**src/rtl/cell_processor_seq_pkg.sv**
```systemverilog
// Shared types for the cell processor: opcode and FSM enums, default widths, centre-pixel helper.
// Consumers import CellProcessingPkg::*.
package CellProcessingPkg;

    localparam int DEF_CHANNEL_WIDTH = 8;
    localparam int DEF_CHANNEL_NUM   = 3;
    localparam int DEF_CELL_N        = 3;
    localparam int DEF_OPCODE_WIDTH  = 4;

    typedef enum logic [DEF_OPCODE_WIDTH-1:0] {
        OP_ADD   = 0,
        OP_ADDI  = 1,
        OP_SUB   = 2,
        OP_SUBI  = 3,
        OP_MULT  = 4,
        OP_MULTI = 5,
        OP_DIV2  = 6,
        OP_INV   = 7,
        OP_AND   = 8,
        OP_OR    = 9,
        OP_NOR   = 10,
        OP_AVG   = 11
    } cellOpcode_e;

    // First opcode value that is not a defined operation.
    localparam int OP_LEGAL_COUNT = 12;

    typedef enum logic [1:0] {
        IDLE    = 2'd0,
        EXEC    = 2'd1,
        AVG_ACC = 2'd2,
        HOLD    = 2'd3
    } cellState_e;

    // Row-major index of the centre pixel of a CELL_N x CELL_N cell.
    function automatic int centreIdx(input int cellN);
        return (cellN / 2) * cellN + (cellN / 2);
    endfunction

endpackage

```
**src/rtl/cell_channel_alu.sv**
```systemverilog
// Single-channel combinational ALU for the cell processor; zero latency, no flow control.
// Wraps modulo 2^CHANNEL_WIDTH by default, clamps when CELL_PROC_SATURATE_EN is defined.
module cell_channel_alu
    import CellProcessingPkg::*;
#(
    parameter int CHANNEL_WIDTH = DEF_CHANNEL_WIDTH,
    parameter int OPCODE_WIDTH  = DEF_OPCODE_WIDTH
) (
    input  logic [CHANNEL_WIDTH-1:0] a,
    input  logic [CHANNEL_WIDTH-1:0] b,
    input  logic [OPCODE_WIDTH-1:0]  opcode,
    output logic [CHANNEL_WIDTH-1:0] result,
    output logic                     illegal
);

    logic [CHANNEL_WIDTH-1:0] addRes;
    logic [CHANNEL_WIDTH-1:0] subRes;
    logic [CHANNEL_WIDTH-1:0] mulRes;

`ifdef CELL_PROC_SATURATE_EN
    localparam logic [CHANNEL_WIDTH-1:0] CHAN_MAX = '1;

    logic [CHANNEL_WIDTH:0]         sumWide;
    logic [CHANNEL_WIDTH:0]         diffWide;
    logic [2*CHANNEL_WIDTH-1:0]     prodWide;

    assign sumWide  = {1'b0, a} + {1'b0, b};
    assign diffWide = {1'b0, a} - {1'b0, b};
    assign prodWide = (2*CHANNEL_WIDTH)'(a) * (2*CHANNEL_WIDTH)'(b);

    // A borrow out of the extended subtraction means the true result went negative.
    assign addRes = sumWide[CHANNEL_WIDTH] ? CHAN_MAX : sumWide[CHANNEL_WIDTH-1:0];
    assign subRes = diffWide[CHANNEL_WIDTH] ? '0 : diffWide[CHANNEL_WIDTH-1:0];
    assign mulRes = (|prodWide[2*CHANNEL_WIDTH-1:CHANNEL_WIDTH]) ? CHAN_MAX
                                                                 : prodWide[CHANNEL_WIDTH-1:0];
`else
    assign addRes = a + b;
    assign subRes = a - b;
    assign mulRes = a * b;
`endif

    always_comb begin
        result  = a;
        illegal = 1'b0;
        if (opcode >= OPCODE_WIDTH'(OP_LEGAL_COUNT)) begin
            illegal = 1'b1;
        end else begin
            case (opcode)
                OPCODE_WIDTH'(OP_ADD),  OPCODE_WIDTH'(OP_ADDI):  result = addRes;
                OPCODE_WIDTH'(OP_SUB),  OPCODE_WIDTH'(OP_SUBI):  result = subRes;
                OPCODE_WIDTH'(OP_MULT), OPCODE_WIDTH'(OP_MULTI): result = mulRes;
                OPCODE_WIDTH'(OP_DIV2): result = a >> 1;
                OPCODE_WIDTH'(OP_INV):  result = ~a;
                OPCODE_WIDTH'(OP_AND):  result = a & b;
                OPCODE_WIDTH'(OP_OR):   result = a | b;
                OPCODE_WIDTH'(OP_NOR):  result = ~(a | b);
                default:                result = a;
            endcase
        end
    end

endmodule

```
**src/rtl/cell_processor_seq.sv**
```systemverilog
// Sequential cell processor: one instruction in, one pixel out; optional clamp via CELL_PROC_SATURATE_EN.
// Latency accept->out_valid: 2 cycles, AVG CELL_N^2+1 cycles.
// Backpressure: result held in HOLD until out_ready; in_ready only in IDLE.
module cell_processor_seq
    import CellProcessingPkg::*;
#(
    parameter int CHANNEL_WIDTH = DEF_CHANNEL_WIDTH,
    parameter int CHANNEL_NUM   = DEF_CHANNEL_NUM,
    parameter int CELL_N        = DEF_CELL_N,
    parameter int OPCODE_WIDTH  = DEF_OPCODE_WIDTH
) (
    input  logic                                          clk,
    input  logic                                          rst_n,
    input  logic                                          in_valid,
    output logic                                          in_ready,
    input  logic [CELL_N*CELL_N*CHANNEL_NUM*CHANNEL_WIDTH-1:0] in_cell_a,
    input  logic [CELL_N*CELL_N*CHANNEL_NUM*CHANNEL_WIDTH-1:0] in_cell_b,
    input  logic [CHANNEL_WIDTH-1:0]                      in_user,
    input  logic [OPCODE_WIDTH-1:0]                       in_opcode,
    output logic                                          out_valid,
    input  logic                                          out_ready,
    output logic [CHANNEL_NUM*CHANNEL_WIDTH-1:0]          out_pixel,
    output logic                                          out_err,
    output logic                                          busy
);

    localparam int PIX_W    = CHANNEL_NUM * CHANNEL_WIDTH;
    localparam int CELL_PIX = CELL_N * CELL_N;
    localparam int CNT_W    = $clog2(CELL_PIX);
    localparam int ACC_W    = CHANNEL_WIDTH + $clog2(CELL_PIX);
    localparam int CENTRE   = centreIdx(CELL_N);

    cellState_e state;
    cellState_e stateNext;

    logic [CELL_PIX-1:0][PIX_W-1:0]      cellA;
    logic [PIX_W-1:0]                    centreB;
    logic [CHANNEL_WIDTH-1:0]            userImm;
    logic [OPCODE_WIDTH-1:0]             opcode;
    logic [CNT_W-1:0]                    pixCnt;
    logic [CHANNEL_NUM-1:0][ACC_W-1:0]   acc;
    logic [CHANNEL_NUM-1:0][ACC_W-1:0]   accSum;

    logic [PIX_W-1:0]        centreA;
    logic [PIX_W-1:0]        curPix;
    logic [PIX_W-1:0]        aluPixel;
    logic [PIX_W-1:0]        avgPixel;
    logic [CHANNEL_NUM-1:0]  aluIllegal;
    logic                    useImm;
    logic                    lastPix;
    logic                    accept;
    logic                    unusedCellB;

    // Only the centre of cell B is ever consumed.
    assign unusedCellB = ^in_cell_b;

    assign in_ready  = (state == IDLE);
    assign out_valid = (state == HOLD);
    assign busy      = (state != IDLE);
    assign accept    = in_valid && in_ready;

    assign centreA = cellA[CENTRE];
    assign curPix  = cellA[pixCnt];
    assign lastPix = (pixCnt == CNT_W'(CELL_PIX - 1));
    assign useImm  = (opcode == OPCODE_WIDTH'(OP_ADDI)) ||
                     (opcode == OPCODE_WIDTH'(OP_SUBI)) ||
                     (opcode == OPCODE_WIDTH'(OP_MULTI));

    for (genvar ch = 0; ch < CHANNEL_NUM; ch++) begin : gChan
        logic [CHANNEL_WIDTH-1:0] bOperand;

        assign bOperand = useImm ? userImm : centreB[ch*CHANNEL_WIDTH +: CHANNEL_WIDTH];

        cell_channel_alu #(
            .CHANNEL_WIDTH (CHANNEL_WIDTH),
            .OPCODE_WIDTH  (OPCODE_WIDTH)
        ) uAlu (
            .a       (centreA[ch*CHANNEL_WIDTH +: CHANNEL_WIDTH]),
            .b       (bOperand),
            .opcode  (opcode),
            .result  (aluPixel[ch*CHANNEL_WIDTH +: CHANNEL_WIDTH]),
            .illegal (aluIllegal[ch])
        );

        // The final add and the constant divide share the last accumulation cycle.
        assign accSum[ch] = acc[ch] + ACC_W'(curPix[ch*CHANNEL_WIDTH +: CHANNEL_WIDTH]);
        assign avgPixel[ch*CHANNEL_WIDTH +: CHANNEL_WIDTH] =
            CHANNEL_WIDTH'(accSum[ch] / ACC_W'(CELL_PIX));
    end

    always_ff @(posedge clk or negedge rst_n) begin
        if (!rst_n) begin
            state <= IDLE;
        end else begin
            state <= stateNext;
        end
    end

    always_comb begin
        stateNext = state;
        case (state)
            IDLE: begin
                if (accept) begin
                    stateNext = (in_opcode == OPCODE_WIDTH'(OP_AVG)) ? AVG_ACC : EXEC;
                end
            end
            EXEC:    stateNext = HOLD;
            AVG_ACC: if (lastPix) stateNext = HOLD;
            HOLD:    if (out_ready) stateNext = IDLE;
            default: stateNext = IDLE;
        endcase
    end

    always_ff @(posedge clk or negedge rst_n) begin
        if (!rst_n) begin
            cellA     <= '0;
            centreB   <= '0;
            userImm   <= '0;
            opcode    <= '0;
            pixCnt    <= '0;
            acc       <= '0;
            out_pixel <= '0;
            out_err   <= 1'b0;
        end else begin
            case (state)
                IDLE: begin
                    if (accept) begin
                        cellA   <= in_cell_a;
                        centreB <= in_cell_b[CENTRE*PIX_W +: PIX_W];
                        userImm <= in_user;
                        opcode  <= in_opcode;
                        pixCnt  <= '0;
                        acc     <= '0;
                    end
                end
                EXEC: begin
                    out_pixel <= aluPixel;
                    out_err   <= |aluIllegal;
                end
                AVG_ACC: begin
                    acc    <= accSum;
                    pixCnt <= pixCnt + CNT_W'(1);
                    if (lastPix) begin
                        out_pixel <= avgPixel;
                        out_err   <= 1'b0;
                    end
                end
                default: ;
            endcase
        end
    end

endmodule
```
**config.mk**
```make
export PLATFORM = sky130hd
export DESIGN_NAME = cell_processor_seq
export DESIGN_NICKNAME = d
export VERILOG_FILES = /design/src/rtl/cell_processor_seq_pkg.sv /design/src/rtl/cell_channel_alu.sv /design/src/rtl/cell_processor_seq.sv
export SDC_FILE = /design/constraint.sdc
export NUM_CORES = 1
export LEC_CHECK = 0
export ABC_AREA = 0
export CAP_MARGIN = 0
export CELL_PAD_IN_SITES_DETAIL_PLACEMENT = 0
export CELL_PAD_IN_SITES_GLOBAL_PLACEMENT = 1
export CORE_ASPECT_RATIO = 0.8
export CORE_MARGIN = 10
export CORE_UTILIZATION = 25
export CTS_BUF_LIST = sky130_fd_sc_hd__clkbuf_4
export CTS_CLUSTER_DIAMETER = 200
export CTS_CLUSTER_SIZE = 12
export DETAILED_ROUTE_END_ITERATION = 8
export PLACE_DENSITY = 0.6
export SLEW_MARGIN = 20
export SYNTH_ARGS = -nofsm -noshare
export SYNTH_HDL_FRONTEND = slang
export SYNTH_SLANG_ARGS = --single-unit
```
**constraint.sdc**
```tcl
create_clock -name clk -period 10.76 [get_ports clk]
set_clock_uncertainty 0.1 [all_clocks]
set_input_delay 2.152 -clock clk [delete_from_list [all_inputs] [get_ports clk]]
set_output_delay 2.152 -clock clk [all_outputs]
set_load 0.05 [all_outputs]
```
==> flow_metrics.tcl <==
set metrics [dict create \
    status "complete, no violations" \
    rsz0062_at_grt "no" \
    synth-xor-area-share 0.0529 \
    wl_per_cell_um 22.1 \
    worst-slew-pin-transition_ns 1.04 \
    seq_area_frac_synth 0.330 \
    end_kind "flip-flop" \
    io_pins 476 \
    netlist.top_cell.by_area "dfrtp_1" \
    cp_max_fo 38 \
    synthSimpleGateAreaFrac 0.122 \
    synth_area_mm2 0.0242 \
    synth_ff_type "dfrtp_1" \
    antenna_found_initial 48 \
    cts_tree "built" \
    slew-limit-headroom 0.304 \
    die_area_mm2 0.110 \
    synth_adder_area_share 0.0932 \
    final_common_cell "dfrtp_1" \
    path_cells "mux4_2, mux2i_1, o21ai_0, ha_1, a21oi_1, o211ai_1, a2111oi_1, o21ai_1, a21oi_1, mux2i_1, a311oi_4, or4_1, nor4b_4, or4_4, a211oi_4, xnor2_1, ha_1, nor3_1, nor2_1, a211o_1, a21oi_1, o22ai_1, a31o_1" \
    synth_top_family_by_area "compound AO/OA/AOI/OAI gates" \
    synth_top_area_frac 0.330 \
    syn2layout_area_growth_pct 19.1 \
    min_period_ns 9.29 \
    hold_viol_final 0 \
    synth_area_leaders "dfrtp_1 (33%), mux2_2 (12%), ha_1 (5.8%)" \
    cts.sinks 319 \
    syn_nets 3057 \
    grt_pass1_vias 20000 \
    finish.instance_area_mm2 0.0288 \
    drt_iter0_drc 1577 \
    post-place-ws_ns 1.67 \
    startpoint_type "flip-flop" \
    synthDistinctLibCells 98 \
    dr.pass1.iters 6 \
    dp_hpwl_mm 68.1 \
    crit_family "compound AO/OA/AOI/OAI gates" \
    async_flop_share 1.00 \
    arrival_ns 9.96 \
    finalSetupViolations 0 \
    drive_gt1_frac 0.163 \
    cts_max_level 1 \
    maxSlewViolCount 0 \
    synth_edf_count 0 \
    slowest_delay_ns 0.97 \
    core_area_mm2 0.0954 \
    clockBufferDepth 3 \
    crit_top_cell "a21oi_1" \
    cts_setup_buffers 0 \
    mostFrequentLayoutCells "dfrtp_1 (316), clkdlybuf4s50_1 (282), mux2_2 (256)" \
    vias 20000 \
    wl_mm 88.0 \
    period_share 0.864 \
    worstSkewPairLatency_ns 0.86 \
    grt-ovfl-total 0 \
    num_rows 101 \
    fillers 10000 \
    synth_compound_area_frac 0.185 \
    cts_buffers 30 \
    post-route-drc-count 0 \
    criticalPathCategory "reg -> reg" \
    die_h_um 298 \
    cap_violations 0 \
    avgViaCountPerCell 5.03 \
    grt_usage 0.154 \
    avgSynthCellArea_um2 9.86 \
    hold_buffers 0 \
    die_x_um 368 \
    fmax_mhz 108 \
    cts_root_buffer "clkbuf_4" \
    nets 3281 \
    hp-class "reg -> reg" \
    initial_utilization 0.254 \
    post_cts_resized 0 \
    yosysWarnings 0 \
    synthMuxAreaShare 0.178 \
    final_antenna_net_count 0 \
    fin_ws_ns 1.47 \
    place_area_mm2 0.0285 \
    fin_tns_setup_ns 0 \
    clkTransAtPathRegs_ns 0.16 \
    ys_ff_latch 319 \
    grt_max_degree 131 \
    grt_pass1_wl_mm 132 \
    cp_num_buf_inv 0 \
    io_buffers 283 \
    gp_congestion 0.832 \
    cp.required_ns 11.43 \
    synthCells 2454 \
    cp_slowest_cell "a2111oi_1" \
]
[routing by layer]
metal,vias to the layer above,track usage,share of wire
li1,9470,-,-
met1,9828,0.217,0.47
met2,538,0.228,0.42
met3,132,0.0519,0.084
met4,70,0.0285,0.019
met5,-,0,0.0054
[synthesized netlist by cell type (6+ instances only)]
library cell and count:
o21ai_0 169, nor3_1 38, o21ai_1 9, a211oi_1 21
a22o_1 15, xnor2_1 105, buf_1 10, mux2i_1 32
nor2b_1 50, o211ai_1 22, nor3b_1 7, a21oi_1 133
a221oi_1 24, o21a_1 8, o2111ai_1 14, mux4_2 48
nand4_1 10, a21o_1 47, nor2_1 119, xor2_1 36
inv_1 110, clkbuf_1 120, and3_1 18, nor4_1 11
or2_2 9, nand2b_1 34, dfrtp_1 319, o22ai_1 10
a22oi_1 16, nand2_1 169, o31ai_1 20, a211o_1 10
and2_1 36, nand3_1 48, a2111oi_0 7, ha_1 113
nand3b_1 13, or3_1 13, fa_1 42, o221ai_1 8
o32ai_1 8, a31oi_1 33, buf_2 6, mux2_2 256
[registers in the layout (all words and copies together) (netlist names)]
signal     count
state          2
centreB       24
centreA       24
cellA        192
out_err        1
acc           36
opcode         4
out_pixel     24
userImm        8
pixCnt         4
[through the flow]
stage               std cells  hold slack, ns  utilization
floorplan                2454           0.356            -
global placement         3932           0.359        0.299
detailed placement       3933           0.366        0.299
CTS                      3967           0.401        0.302
global route             3969           0.419        0.302
finish                   3980           0.398        0.302
[path summary, 6_finish.rpt]
kind                                             end                startpoint  slack, ns  cells past startpoint
setup / recovery           out_pixel[16]$_DFFE_PN0P_     pixCnt[0]$_DFFE_PN0P_       1.47                     23
hold / removal              out_pixel[1]$_DFFE_PN0P_  out_pixel[1]$_DFFE_PN0P_       0.40                      2
setup reg to reg           out_pixel[16]$_DFFE_PN0P_     pixCnt[0]$_DFFE_PN0P_       1.47                     23
hold reg to reg             out_pixel[1]$_DFFE_PN0P_  out_pixel[1]$_DFFE_PN0P_       0.40                      2
max in group asynchronous  out_pixel[19]$_DFFE_PN0P_                     rst_n       7.75                      2
min in group asynchronous      pixCnt[0]$_DFFE_PN0P_                     rst_n       1.30                      1
[tightest hold or removal path: stages, from the launching register on]
cell and delay, ns:
dfrtp_1 0.37, nand2_1 0.05, o31ai_1 0.05
[cell type report]
| class | count | area (um2) | area share |
|---|---|---|---|
| multi-input cells | 1883 | 15300 | 0.531 |
| flip-flops and latches | 319 | 7990 | 0.277 |
| repair buffers | 329 | 3220 | 0.112 |
| well taps | 1287 | 1610 | 0.0558 |
| inverters | 115 | 432 | 0.0150 |
| clock buffers | 33 | 248 | 0.00859 |
| diodes | 13 | 32.5 | 0.00113 |
| clock inverters | 1 | 7.51 | 0.000260 |
[cells by family after synthesis]
logic type	Yosys count
buf+inv	252
fa+ha+maj	155
compound gates	656
xor+xnor	143
flops	319
simple gates	592
mux	337
Power is not shown: default switching activity piles up to over one toggle a cycle in this logic, so the estimate is an artifact.
